**config.mk**
```make
export PLATFORM = sky130hd
export DESIGN_NAME = pb_debounce
export DESIGN_NICKNAME = d
export VERILOG_FILES = /design/src/rtl/pb_debounce.sv
export SDC_FILE = /design/constraint.sdc
export NUM_CORES = 1
export LEC_CHECK = 0
export CAP_MARGIN = 20
export CORE_MARGIN = 8
export CORE_UTILIZATION = 50
export DETAILED_ROUTE_END_ITERATION = 8
export PLACE_DENSITY = 0.7
export SLEW_MARGIN = 40
export SYNTH_ARGS = -nofsm -noshare
export SYNTH_HDL_FRONTEND = slang
export SYNTH_SLANG_ARGS = --single-unit
```
**constraint.sdc**
```tcl
create_clock -name clk -period 1.64 [get_ports clk]
set_input_delay 0.246 -clock clk [delete_from_list [all_inputs] [get_ports clk]]
set_output_delay 0.246 -clock clk [all_outputs]
set_load 0.1 [all_outputs]
```
**src/rtl/pb_debounce.sv**
```systemverilog
// Two-channel pushbutton conditioner: 2-flop synchroniser plus a stability-counter FSM per channel.
// Define PB_PRESS_COUNT_EN to add 8-bit per-channel press counters (pbl_count / pbr_count).
module pb_debounce #(
  parameter int unsigned CNT_W         = 16,
  parameter int unsigned STABLE_CYCLES = 50000
) (
  input  logic       clk,
  input  logic       rst,
  input  logic       pbl_in,
  input  logic       pbr_in,
  output logic       pbl,
  output logic       pbr,
  output logic       pbl_press,
  output logic       pbr_press
`ifdef PB_PRESS_COUNT_EN
  ,
  output logic [7:0] pbl_count,
  output logic [7:0] pbr_count
`endif
);

  typedef enum logic [1:0] {
    ST_LOW,
    ST_RISE,
    ST_HIGH,
    ST_FALL
  } state_t;

  localparam logic [CNT_W-1:0] LAST_CNT = CNT_W'(STABLE_CYCLES - 1);
  localparam logic [CNT_W-1:0] ONE_CNT  = CNT_W'(1);

  logic [1:0] raw_in;
  logic [1:0] level_q;
  logic [1:0] press_q;
`ifdef PB_PRESS_COUNT_EN
  logic [7:0] count_q [2];
`endif

  assign raw_in = {pbr_in, pbl_in};

  genvar gi;
  generate
    for (gi = 0; gi < 2; gi++) begin : g_chan
      logic [1:0]       sync_q;
      state_t           state_q;
      logic [CNT_W-1:0] cnt_q;
      logic             out_q;
      logic             strobe_q;

      // sync_q[1] is the only copy of the button the FSM is allowed to look at.
      always_ff @(posedge clk or posedge rst) begin
        if (rst) begin
          sync_q   <= 2'b00;
          state_q  <= ST_LOW;
          cnt_q    <= '0;
          out_q    <= 1'b0;
          strobe_q <= 1'b0;
        end else begin
          sync_q   <= {sync_q[0], raw_in[gi]};
          strobe_q <= 1'b0;
          case (state_q)
            ST_LOW: begin
              if (sync_q[1]) begin
                state_q <= ST_RISE;
                cnt_q   <= ONE_CNT;
              end
            end
            ST_RISE: begin
              if (!sync_q[1]) begin
                state_q <= ST_LOW;
                cnt_q   <= '0;
              end else if (cnt_q == LAST_CNT) begin
                state_q  <= ST_HIGH;
                out_q    <= 1'b1;
                strobe_q <= 1'b1;
                cnt_q    <= '0;
              end else begin
                cnt_q <= cnt_q + ONE_CNT;
              end
            end
            ST_HIGH: begin
              if (!sync_q[1]) begin
                state_q <= ST_FALL;
                cnt_q   <= ONE_CNT;
              end
            end
            ST_FALL: begin
              // Release is silent: only the level drops, no strobe.
              if (sync_q[1]) begin
                state_q <= ST_HIGH;
                cnt_q   <= '0;
              end else if (cnt_q == LAST_CNT) begin
                state_q <= ST_LOW;
                out_q   <= 1'b0;
                cnt_q   <= '0;
              end else begin
                cnt_q <= cnt_q + ONE_CNT;
              end
            end
            default: begin
              state_q <= ST_LOW;
              cnt_q   <= '0;
              out_q   <= 1'b0;
            end
          endcase
        end
      end

      assign level_q[gi] = out_q;
      assign press_q[gi] = strobe_q;

`ifdef PB_PRESS_COUNT_EN
      // Counts the strobe one cycle late and wraps naturally at 8 bits.
      always_ff @(posedge clk or posedge rst) begin
        if (rst) begin
          count_q[gi] <= 8'd0;
        end else if (strobe_q) begin
          count_q[gi] <= count_q[gi] + 8'd1;
        end
      end
`endif
    end
  endgenerate

  assign pbl       = level_q[0];
  assign pbr       = level_q[1];
  assign pbl_press = press_q[0];
  assign pbr_press = press_q[1];
`ifdef PB_PRESS_COUNT_EN
  assign pbl_count = count_q[0];
  assign pbr_count = count_q[1];
`endif

endmodule

```
==> impl_metrics.toml, run 1 <==
[timing]
setup-tns-final_ns = -0.01689
final_setup_violation_count = 2
finalClockSkew_ns = 0.01335
final_max_slew_viol_count = 0
period_needed_ns = 1.653
fmax_mhz = 604.9
fin_ws_ns = -0.01314
hold_viol_final = 0
maxSlewHeadroom_pct = 69.23
rsz0062_at_grt = "yes"
worst_slew_pin_slew_ns = 0.4610
period_share_pct = 100.8

[grt]
first_global_vias = 2214
grt_util_all_layers_pct = 18.07
maximum_number_of_pins_on_one_net_before_global_route_repair = 34
grt_pass1_wl_um = 10900
globalRoute.totalOverflow = 0
antenna_found_initial = 0

[setup_path]
critical_path_class = "reg -> reg"
timing.critical_path.arrival_ns = 1.89
setup.worst_path.start_class = "flip-flop"
timing.critical_path.required_ns = 1.88
crit_slowest_cell = "or4_4"
timing.critical_path.buf_inv = 1
worst-path-max-fanout = 5
timing.critical_path.max_delay_family = "simple AND/OR/NAND/NOR gates"
worstPathCellList = "ha_2 -> buf_6 -> and4_4 -> nand4_1 -> or4_4 -> nand3_2"
type_of_destination_of_the_critical_path = "flip-flop"
reg2reg_setup_slack_ns = -0.01
critPathMaxStageDelay_ns = 0.45

[power]
pwr-share-clk_pct = 25.3
internal-power_mw = 2.125
power.sequential.fraction_pct = 39.9
swShare_pct = 35.52
power.density_nw_per_um2 = 989.8
p_switching_mw = 1.171
worst_ir_drop_on_vdd_mv = 0.7268
comb_power_share_pct = 34.9
p_leak_nw = 1.415
finalPower_mw = 3.296

[die]
fp.dieW_um = 86.87
initial_cell_density_of_the_core_pct = 52.47
number_of_placement_rows = 25
core_area_um2 = 4786
design.die.area_um2 = 7546
io_pins = 8
die_height_um = 86.87

[finish]
mostFrequentLayoutCell = "buf_4"
area_of_the_multi_input_gates_um2 = 1419
num_antenna_cells = 0
most-common-layout-cells = "46 x buf_4, 42 x dfrtp_1, 23 x a31oi_1"
syn_to_final_growth_pct = 32.59
fillCellCount = 355
final_net_count = 319
area_taken_by_flip_flops_and_latches_um2 = 1104
drive_above_1_share_pct = 31.85

[routing]
drt-pass1-iter-count = 4
drtIter0Drc = 283
post_drt_via_cell_ratio = 6.310
drt_drc = 0
detailroute.via_count = 2404
drt_wl_total_um = 6659
wire_per_inst_um = 17.48
ant_nets = 0

[yosys]
total_number_of_yosys_warnings = 0
synth_enable_flop_cells = 0
postSynthRegisterBits = 44
mappedNetlistNets = 269
seq_area_frac_synth_pct = 43.85
post_synth_instance_area_um2 = 2511
netlist.area_leader.share_pct = 43.85
synth_async_sr_flop_share_pct = 100.0
synth.largest_area_cell = "dfrtp_1"
syn_inst = 263
post_synth.cell_area_avg_um2 = 9.548
dominantRegCellSynth = "dfrtp_1"
synth_top_cells_by_area = "dfrtp_1 44%, a31oi_1 6.5%, nand3_1 4.0%"
distinct_cell_type_count_of_the_synthesized_netlist = 55

[clock_tree]
root_buffer = "clkbuf_8"
tritoncts = "yes"
cts-htree-levels = 2
worstSkewPairLatency_ns = 0.30
tritoncts.num_buffers = 5
tritoncts_num_sinks = 44
path_clk_slew_ns = 0.09
ctsHoldBuffers = 0
clock_tree.buffer_depth = 2

[run_status]
violations = "setup timing"
status = "complete, but fails checks"

[placed_design]
post-dp-hpwl_um = 4439
globalplace.congestion = 0.8962
io_buffer_count = 7

[hold_path]
min-delay-path-class = "in -> async"

[run]
max_cap_viol_count = 0
[power groups by stage]
stage                     clock network (mW)  registers [mW]  logic (mW)
after floorplan                            0            1.30       0.658
after global placement                     0            1.31       0.993
after detailed placement                   0            1.32        1.02
after CTS                              0.843            1.30        1.03
after global routing                   0.889            1.33        1.26
final                                  0.832            1.31        1.15
[sequential cells by signal, indices dropped and copies added, names as in the netlist, named ones only]
name            count
g_chan.cnt_q       32
g_chan.sync_q       4
g_chan.state_q      2
pbl                 1
pbl_press           1
pbr                 1
pbr_press           1
[layer usage]
metal  part of all wire [%]  wire (um)  up-vias  track usage, %
met2                     45       3020       85           26.02
li1                       -          -     1119               -
met4                    2.3        154        0           6.729
met1                     47       3121     1186           25.73
met5                      0          0        -               0
met3                    5.5        363       14           3.679
[repair_timing]
| action | CTS | global route |
|---|---|---|
| resized for setup | 9 | 31 |
| pin swaps | 4 | 13 |
| buffers inserted | 1 | 5 |
| endpoints found under the setup margin | 3 | 31 |
[kinds of logic (layout without fill, tap and decap cells)]
family / after synthesis / after routing / share of synthesized area (%)
compound gates: 65 / 65 / 17.94
simple gates: 112 / 112 / 27.70
buf+inv: 33 / 84 / 6.626
flops: 44 / 44 / 43.85
xor+xnor: 4 / 4 / 1.694
mux: 3 / 3 / 1.196
fa+ha+maj: 2 / 2 / 0.9964
[layout make-up]
cell class	instances	share of cell area, %
multi-input cells	186	42.62
clock buffers	5	2.067
clock inverters	3	1.278
well taps	67	2.518
flip-flops and latches	44	33.15
repair buffers	60	16.57
inverters	16	1.804
[final timing paths]
path,startpoint,endpoint,cells past startpoint
max reg2reg,g_chan[0].cnt_q[1],g_chan[0].cnt_q[12],6
min,rst,g_chan[1].state_q[0],2
max in group asynchronous,rst,g_chan[0].cnt_q[13],3
max,g_chan[0].cnt_q[1],g_chan[0].cnt_q[12],6
min in group clk,g_chan[1].sync_q[0],g_chan[1].sync_q[1],0
min reg2reg,g_chan[1].sync_q[0],g_chan[1].sync_q[1],0
[synthesized netlist by cell type (all sizes together) (2+ instances only)]
| library cell | n |
|---|---|
| a31oi | 26 |
| nand2b | 2 |
| and4bb | 4 |
| a41oi | 5 |
| o21ai | 8 |
| a21oi | 5 |
| or4 | 6 |
| xor2 | 3 |
| and2 | 4 |
| a22o | 3 |
| nand4 | 14 |
| o211ai | 2 |
| clkbuf | 3 |
| mux2i | 3 |
| a32o | 2 |
| nor2 | 10 |
| nor4b | 2 |
| nand3 | 20 |
| inv | 16 |
| dfrtp | 44 |
| o31ai | 3 |
| or3 | 2 |
| nor3 | 5 |
| ha | 2 |
| and3 | 5 |
| nand3b | 3 |
| buf | 14 |
| nand2 | 18 |
| nand4b | 2 |
| and4 | 6 |
| nor4 | 6 |
[through the flow]
step	instance area, um2	hold slack [ns]	cells	worst slack [ns]	util, %
after global routing	3329	0.2118	381	-0.06797	69.57
after global placement	2984	0.3332	367	0.008135	62.35
final	3329	0.1906	381	-0.01314	69.57
after CTS	3133	0.2033	376	0.001659	65.46
after detailed placement	2984	0.3380	367	-0.03051	62.35
after floorplan	2519	0.2774	263	0.005667	-
(Power assumes the default switching activity.)
==> run 2, diff against run 1 <==
--- a/config.mk
+++ b/config.mk
@@ -8,6 +8,7 @@
 export CAP_MARGIN = 20
 export CORE_MARGIN = 8
 export CORE_UTILIZATION = 50
+export CTS_CLUSTER_DIAMETER = 30
 export DETAILED_ROUTE_END_ITERATION = 8
 export PLACE_DENSITY = 0.7
 export SLEW_MARGIN = 40
==> results of run 2 <==
Final layout, timing and power as in run 1 (identical DEF).
